===== src/rtl/fp_pkg.sv =====
// +--------------------------------------------------------------------------+
// | Module   : fp_pkg                                                        |
// | Purpose  : FP32 field constants, fflags bit indices, operand classifiers |
// | Revision : 1.0                                                          |
// +--------------------------------------------------------------------------+
`default_nettype none

package fp_pkg;

  localparam logic [7:0]  EXP_MAX   = 8'hFF;
  localparam logic [31:0] CANON_NAN = 32'h7FC0_0000;

  localparam int FLAGS_W = 5;
  localparam int FLG_NV  = 4;
  localparam int FLG_DZ  = 3;
  localparam int FLG_OF  = 2;
  localparam int FLG_UF  = 1;
  localparam int FLG_NX  = 0;

  // Classifiers take the magnitude bits only; the sign never affects the class.
  function automatic logic is_nan(input logic [30:0] x);
    return (x[30:23] == EXP_MAX) && (x[22:0] != 23'd0);
  endfunction

  function automatic logic is_snan(input logic [30:0] x);
    return is_nan(x) && !x[22];
  endfunction

  function automatic logic is_inf(input logic [30:0] x);
    return (x[30:23] == EXP_MAX) && (x[22:0] == 23'd0);
  endfunction

  function automatic logic is_zero(input logic [30:0] x);
    return x == 31'd0;
  endfunction

endpackage

`default_nettype wire


===== src/rtl/fmul_unit_core.sv =====
// +--------------------------------------------------------------------------+
// | Module   : fmul_unit_core                                                |
// | Purpose  : Combinational FP32 multiply, round-to-nearest-even            |
// | Revision : 1.0                                                          |
// +--------------------------------------------------------------------------+
`default_nettype none

module fmul_unit_core
  import fp_pkg::*;
(
  input  logic [31:0] in1,
  input  logic [31:0] in2,
  output logic [31:0] out,
  output logic        inexact
);

  logic               w_sign;
  logic [7:0]         w_ea;
  logic [7:0]         w_eb;
  logic [23:0]        w_ma;
  logic [23:0]        w_mb;
  logic [47:0]        w_prod;
  logic [5:0]         w_lz;
  logic [47:0]        w_norm;
  logic signed [10:0] w_exp;
  logic signed [10:0] w_rsw;
  logic [5:0]         w_rs;
  logic [47:0]        w_shr;
  logic               w_lost;
  logic               w_ovf;
  logic [7:0]         w_ebase;
  logic               w_guard;
  logic               w_sticky;
  logic               w_rnd;
  logic [30:0]        w_sum;

  assign w_sign = in1[31] ^ in2[31];
  assign w_ea   = (in1[30:23] == 8'd0) ? 8'd1 : in1[30:23];
  assign w_eb   = (in2[30:23] == 8'd0) ? 8'd1 : in2[30:23];
  assign w_ma   = {in1[30:23] != 8'd0, in1[22:0]};
  assign w_mb   = {in2[30:23] != 8'd0, in2[22:0]};
  assign w_prod = {24'd0, w_ma} * {24'd0, w_mb};

  always_comb begin
    w_lz = 6'd0;
    for (int i = 0; i < 48; i++) begin
      if (w_prod[i]) w_lz = 6'(47 - i);
    end
  end

  // Leading one moved to bit 47; a product with its MSB at bit 47 has biased
  // exponent ea + eb - 126.
  assign w_norm = w_prod << w_lz;
  assign w_exp  = $signed({3'b000, w_ea}) + $signed({3'b000, w_eb})
                - 11'sd126 - $signed({5'b00000, w_lz});

  always_comb begin
    w_ebase = 8'd0;
    w_shr   = w_norm;
    w_lost  = 1'b0;
    w_rsw   = 11'sd0;
    w_rs    = 6'd0;
    w_ovf   = 1'b0;
    if (w_exp >= 11'sd255) begin
      w_ovf = 1'b1;
    end else if (w_exp >= 11'sd1) begin
      w_ebase = 8'(w_exp - 11'sd1);
    end else begin
      w_rsw  = 11'sd1 - w_exp;
      w_rs   = (w_rsw > 11'sd48) ? 6'd48 : w_rsw[5:0];
      w_shr  = w_norm >> w_rs;
      w_lost = ((w_shr << w_rs) != w_norm);
    end
  end

  assign w_guard  = w_shr[23];
  assign w_sticky = (|w_shr[22:0]) | w_lost;
  assign w_rnd    = w_guard & (w_sticky | w_shr[24]);
  // Hidden bit lands in the exponent field, so a rounding carry out of the
  // fraction bumps the exponent (and a subnormal can round up to normal).
  assign w_sum    = {w_ebase, 23'd0} + {7'd0, w_shr[47:24]} + {30'd0, w_rnd};

  always_comb begin
    out     = {w_sign, w_sum};
    inexact = w_guard | w_sticky;
    if (w_prod == 48'd0) begin
      out     = {w_sign, 31'd0};
      inexact = 1'b0;
    end else if (w_ovf) begin
      out     = {w_sign, EXP_MAX, 23'd0};
      inexact = 1'b1;
    end
  end

endmodule

`default_nettype wire


===== src/rtl/fmul_unit.sv =====
// +--------------------------------------------------------------------------+
// | Module   : fmul_unit                                                     |
// | Purpose  : Pipelined handshaked FP32 multiply unit with RISC-V fix-up    |
// | Revision : 1.0                                                          |
// +--------------------------------------------------------------------------+
`default_nettype none

module fmul_unit #(
  parameter int LAT   = 2,
  parameter int TAG_W = 5
) (
  input  logic             clk,
  input  logic             rst,
  input  logic             req_valid,
  output logic             req_ready,
  input  logic [TAG_W-1:0] req_rd,
  input  logic [31:0]      req_rs1,
  input  logic [31:0]      req_rs2,
  input  logic             flush,
  output logic             wb_valid,
  input  logic             wb_ready,
  output logic [TAG_W-1:0] wb_rd,
  output logic [31:0]      wb_data,
  output logic [4:0]       wb_fflags,
  output logic [4:0]       fflags_acc,
  input  logic             fflags_clr
);

  import fp_pkg::*;

  logic               r_s1_valid;
  logic [31:0]        r_s1_rs1;
  logic [31:0]        r_s1_rs2;
  logic [TAG_W-1:0]   r_s1_rd;

  logic [31:0]        w_core_out;
  logic               w_core_inexact;
  logic [31:0]        w_fx_data;
  logic [FLAGS_W-1:0] w_fx_flags;
  logic               w_nan_any;
  logic               w_zinf;
  logic               w_sign;

  logic [LAT:2]       r_valid;
  logic [31:0]        r_data  [2:LAT];
  logic [4:0]         r_flags [2:LAT];
  logic [TAG_W-1:0]   r_rd    [2:LAT];

  logic [LAT:2]       w_en;
  logic               w_en1;
  logic               w_hs;
  logic [4:0]         r_acc;

  // Stage k may load when it is empty or its content moves on; that reduces
  // to "wb_ready, or some stage from k to the end is empty".
  always_comb begin : p_advance
    logic w_hole;
    w_hole = 1'b0;
    w_en   = '0;
    for (int k = LAT; k >= 2; k--) begin
      w_hole  = w_hole | ~r_valid[k];
      w_en[k] = wb_ready | w_hole;
    end
  end

  assign w_en1     = ~r_s1_valid | w_en[2];
  assign req_ready = w_en1 & ~flush;
  assign w_hs      = wb_valid & wb_ready;

  always_ff @(posedge clk) begin
    if (rst) begin
      r_s1_valid <= 1'b0;
      r_s1_rs1   <= '0;
      r_s1_rs2   <= '0;
      r_s1_rd    <= '0;
    end else begin
      if (flush)      r_s1_valid <= 1'b0;
      else if (w_en1) r_s1_valid <= req_valid;
      if (req_valid && req_ready) begin
        r_s1_rs1 <= req_rs1;
        r_s1_rs2 <= req_rs2;
        r_s1_rd  <= req_rd;
      end
    end
  end

  fmul_unit_core u_core (
    .in1     (r_s1_rs1),
    .in2     (r_s1_rs2),
    .out     (w_core_out),
    .inexact (w_core_inexact)
  );

  assign w_sign    = r_s1_rs1[31] ^ r_s1_rs2[31];
  assign w_nan_any = is_nan(r_s1_rs1[30:0]) | is_nan(r_s1_rs2[30:0]);
  assign w_zinf    = (is_zero(r_s1_rs1[30:0]) & is_inf(r_s1_rs2[30:0]))
                   | (is_inf(r_s1_rs1[30:0]) & is_zero(r_s1_rs2[30:0]));

  always_comb begin
    w_fx_data          = w_core_out;
    w_fx_flags         = '0;
    w_fx_flags[FLG_NV] = is_snan(r_s1_rs1[30:0]) | is_snan(r_s1_rs2[30:0]) | w_zinf;
    w_fx_flags[FLG_DZ] = 1'b0;
    w_fx_flags[FLG_UF] = 1'b0;
    if (w_nan_any || w_zinf) begin
      w_fx_data = CANON_NAN;
    end else if (is_inf(r_s1_rs1[30:0]) || is_inf(r_s1_rs2[30:0])) begin
      w_fx_data = {w_sign, EXP_MAX, 23'd0};
    end else if (is_zero(r_s1_rs1[30:0]) || is_zero(r_s1_rs2[30:0])) begin
      w_fx_data = {w_sign, 31'd0};
    end else begin
      w_fx_flags[FLG_OF] = (w_core_out[30:23] == EXP_MAX);
      w_fx_flags[FLG_NX] = w_core_inexact | (w_core_out[30:23] == EXP_MAX);
    end
  end

  always_ff @(posedge clk) begin
    if (rst) begin
      r_valid[2] <= 1'b0;
      r_data[2]  <= '0;
      r_flags[2] <= '0;
      r_rd[2]    <= '0;
    end else begin
      if (flush)        r_valid[2] <= 1'b0;
      else if (w_en[2]) r_valid[2] <= r_s1_valid;
      if (w_en[2] && r_s1_valid) begin
        r_data[2]  <= w_fx_data;
        r_flags[2] <= w_fx_flags;
        r_rd[2]    <= r_s1_rd;
      end
    end
  end

  for (genvar k = 3; k <= LAT; k++) begin : g_delay
    always_ff @(posedge clk) begin
      if (rst) begin
        r_valid[k] <= 1'b0;
        r_data[k]  <= '0;
        r_flags[k] <= '0;
        r_rd[k]    <= '0;
      end else begin
        if (flush)        r_valid[k] <= 1'b0;
        else if (w_en[k]) r_valid[k] <= r_valid[k-1];
        if (w_en[k] && r_valid[k-1]) begin
          r_data[k]  <= r_data[k-1];
          r_flags[k] <= r_flags[k-1];
          r_rd[k]    <= r_rd[k-1];
        end
      end
    end
  end

  assign wb_valid  = r_valid[LAT];
  assign wb_data   = r_data[LAT];
  assign wb_fflags = r_flags[LAT];
  assign wb_rd     = r_rd[LAT];

  // A clear coinciding with a handshake keeps that result's flags.
  always_ff @(posedge clk) begin
    if (rst)             r_acc <= '0;
    else if (fflags_clr) r_acc <= w_hs ? wb_fflags : 5'd0;
    else if (w_hs)       r_acc <= r_acc | wb_fflags;
  end

  assign fflags_acc = r_acc;

endmodule

`default_nettype wire


===== config.mk =====
export PLATFORM = sky130hd
export DESIGN_NAME = fmul_unit
export DESIGN_NICKNAME = d
export VERILOG_FILES = /design/src/rtl/fp_pkg.sv /design/src/rtl/fmul_unit_core.sv /design/src/rtl/fmul_unit.sv
export SDC_FILE = /design/constraint.sdc
export NUM_CORES = 2
export LEC_CHECK = 0
export ABC_AREA = 1
export ABC_CLOCK_PERIOD_IN_PS = 26700
export BUFFER_PORTS_ARGS = -buffer_cell sky130_fd_sc_hd__buf_2
export CELL_PAD_IN_SITES_DETAIL_PLACEMENT = 0
export CELL_PAD_IN_SITES_GLOBAL_PLACEMENT = 1
export CORE_MARGIN = 4
export CORE_UTILIZATION = 50
export DETAILED_ROUTE_END_ITERATION = 10
export MAX_ROUTING_LAYER = met4
export PLACE_DENSITY = 0.9
export SETUP_SLACK_MARGIN = 0.3
export SLEW_MARGIN = 20
export SYNTH_ARGS = -nofsm -noshare
export SYNTH_HDL_FRONTEND = slang
export SYNTH_SLANG_ARGS = --single-unit

===== constraint.sdc =====
create_clock -name clk -period 26.7 [get_ports clk]
set_input_delay 1.335 -clock clk [delete_from_list [all_inputs] [get_ports clk]]
set_output_delay 1.335 -clock clk [all_outputs]
set_load 0.005 [all_outputs]

==> run metrics <==
status=completed; vias in the first global route=35.6k; commonest cells after routing, fill and taps aside=nand2_1, nand3_1, inv_1; Via density=5.85; routed len/inst=20.8 µm; vias after detailed routing=37.1k; Detailed Place HPWL=101000 µm; grt total ovfl=0; Core Region=0.0715 mm²; worst reg2reg endpoint=r_flags[2][0]; final worst path period share=0.685; leakage power=19.9 nW; FF-to-FF Start=r_s1_rs2[3]; Fin. Hold Viols=0; Pint=1.52 mW; Worst Max-Slew Pin Slew=1.10 ns; H-tree Lvls=4; post-CTS resize count=0; most used cell, CP=nand2_1; die outline height=276 µm; critical path fanouts, max=70; GRT Overall Usage=0.350; Root Buffer=clkbuf_16; Tmin final=18.29 ns; R2R depth=87; upper clock frequency limit=54.7 MHz; Row Count=98; Post-CTS Setup Inserts=0; CP Capture Type=register; TritonCTS clock tree=built; Initial Util=0.504; storage element area=0.00268 mm²; CP max-delay cell=dfxtp_1; clock sinks=114; worst hold endpoint=fflags_acc[4]; Top FF cell, synth=dfxtp_1; Final TNS setup=0 ns; number of synthesized flops with an enable pin=40; clock latency on the worst-skew pair=0.45 ns; register share of total power=0.040; Yosys Warn Count=0; commonest non-fill, non-tap cell in the layout=nand2_1; first-pass GRT wire length=208000 µm; sequential-to-total area share from yosys stat=0.0745; Top Ports=124; max_cap viols=0; Die W=276 µm; synth unique cells=70; area grow syn2layout=4.04%; initial antenna violation count=1; Nets=6135; Crit path required time=26.90 ns; initial DRC count=5022; deepest clock path buffer count=2; clock power share=0.048; router iterations before antenna repair=9; layout cells sized above 1=0.0679; unrepaired setup endpoints after global routing=false; critical setup path kind=reg -> reg; Setup-failing EPs final=0; area of the mapped netlist=0.0360 mm²; Post-Synthesis Cells=5526; # fillers=7275; Slew headroom=0.264; hold path cells=2; worst hold start=fflags_acc[4]; die area=0.0764 mm²; Placer Congestion=1.03; worst reg-to-reg setup slack=8.41 ns; Power Total=5.02 mW; worst min-delay path class=reg -> reg; Post-Place Cell Area=0.0369 mm²; largest stage delay on the critical path=1.03 ns; Synth async-reset ratio=0; largest net degree at the start of global routing=78; crit start category=register; Switching Fraction=0.698; multi-input logic area=0.0282 mm²; TritonCTS Buffers=17; routed wire length=132000 µm; I/O Buffers=119; Final Core Density=0.524; CTS Hold Buffers Added=0; maximum VDD drop=0.149 mV; crit path DAT=18.49 ns; Slew Viols, Final=0; combinational share of power=0.913; Final Skew=0.0225 ns; sw power=3.50 mW; FF+latch count, synth=114; Avg Cell Area, Syn=6.52 µm²; # DRC=0; DRT antenna net count=0; Clock Pin Slew Worst Setup and Hold Paths=0.08 ns; Final Instance Area=0.0375 mm²; PD cells=134 mW/mm²
## how the worst max path moves through the flow
stage                     slack (ns)  depth (start not counted)            end         from
final                           8.41                         87  r_flags[2][0]  r_s1_rs2[3]
after global routing            7.34                         91  r_flags[2][0]  r_s1_rs2[3]
after detailed placement        9.01                         87  r_flags[2][0]  r_s1_rs2[3]
after CTS                       8.89                         87  r_flags[2][0]  r_s1_rs2[3]
after floorplan                13.47                         86  r_data[2][18]  r_s1_rs2[0]
after global placement          9.14                         85  r_flags[2][0]  r_s1_rs2[3]
## power by group through the flow
stage	clock (mW)	combinational, mW	sequential, mW
floorplan	0	3.09	0.198
global placement	0	4.37	0.202
detailed placement	0	4.36	0.202
CTS	0.240	4.38	0.198
global route	0.248	4.96	0.200
finish	0.239	4.59	0.199
## sequential cells by signal, summed over array words and instances (netlist names)
register / count
r_data: 32
r_s1_rs1: 32
r_s1_rs2: 32
r_rd: 5
r_s1_rd: 5
fflags_acc: 3
r_flags: 3
r_s1_valid: 1
wb_valid: 1
## area by class of cell
type | instances | area share
well taps | 950 | 0.0317
inverters | 973 | 0.0976
flip-flops and latches | 114 | 0.0716
multi-input cells | 4076 | 0.753
clock inverters | 14 | 0.00361
diodes | 2 | 0.000134
repair buffers | 193 | 0.0307
clock buffers | 18 | 0.0120
## per-stage QoR
| stage | worst slack [ns] | std cells | hold slack, ns |
|---|---|---|---|
| 6_report | 8.41 | 6340 | 0.461 |
| 4_1_cts | 8.89 | 6338 | 0.460 |
| 3_3_place_gp | 9.14 | 6306 | 0.442 |
| 5_1_grt | 7.34 | 6339 | 0.473 |
| 3_5_place_dp | 9.01 | 6306 | 0.450 |
| 2_1_floorplan | 13.47 | 5529 | 0.430 |
## cells in the mapped netlist (60+ instances only)
cell,count,area share
ha_1,201,0.070
o21ai_0,101,0.014
buf_2,60,0.0083
nor2_1,173,0.018
dfxtp_1,74,0.041
a21oi_1,175,0.024
clkbuf_1,243,0.025
fa_1,484,0.27
nand2_1,1494,0.16
nand3_1,1068,0.15
inv_1,946,0.099
nand4_1,95,0.017
## metal layers
layer  track usage  wire length (µm)  up-vias
met1         0.499             55900    17581
li1              -                 -    17015
met5             -                 0        -
met3        0.0808             16500      274
met2         0.504             55200     2209
met4        0.0881              3980        0
## worst max-delay path: cells and delay by family, from the launching register on
kind / cells / cell delay, ns
xor gates and xnor gates: 2 / 0.96
buffers and inverters: 14 / 2.80
adders and majority gates: 10 / 4.25
and+or+nand+nor: 46 / 6.80
DFF: 1 / 1.03
AOI/OAI and AO/OA: 15 / 2.14
## logic make-up after synthesis
group | after synthesis | synth area share
AOI/OAI and AO/OA | 378 | 0.0613
xor gates and xnor gates | 63 | 0.0167
other | 1 | 0.000104
buffers and inverters | 1339 | 0.145
and+or+nand+nor | 2946 | 0.364
adders and majority gates | 685 | 0.339
DFF | 114 | 0.0745
No activity file was read; power rests on OpenSTA's default activity.
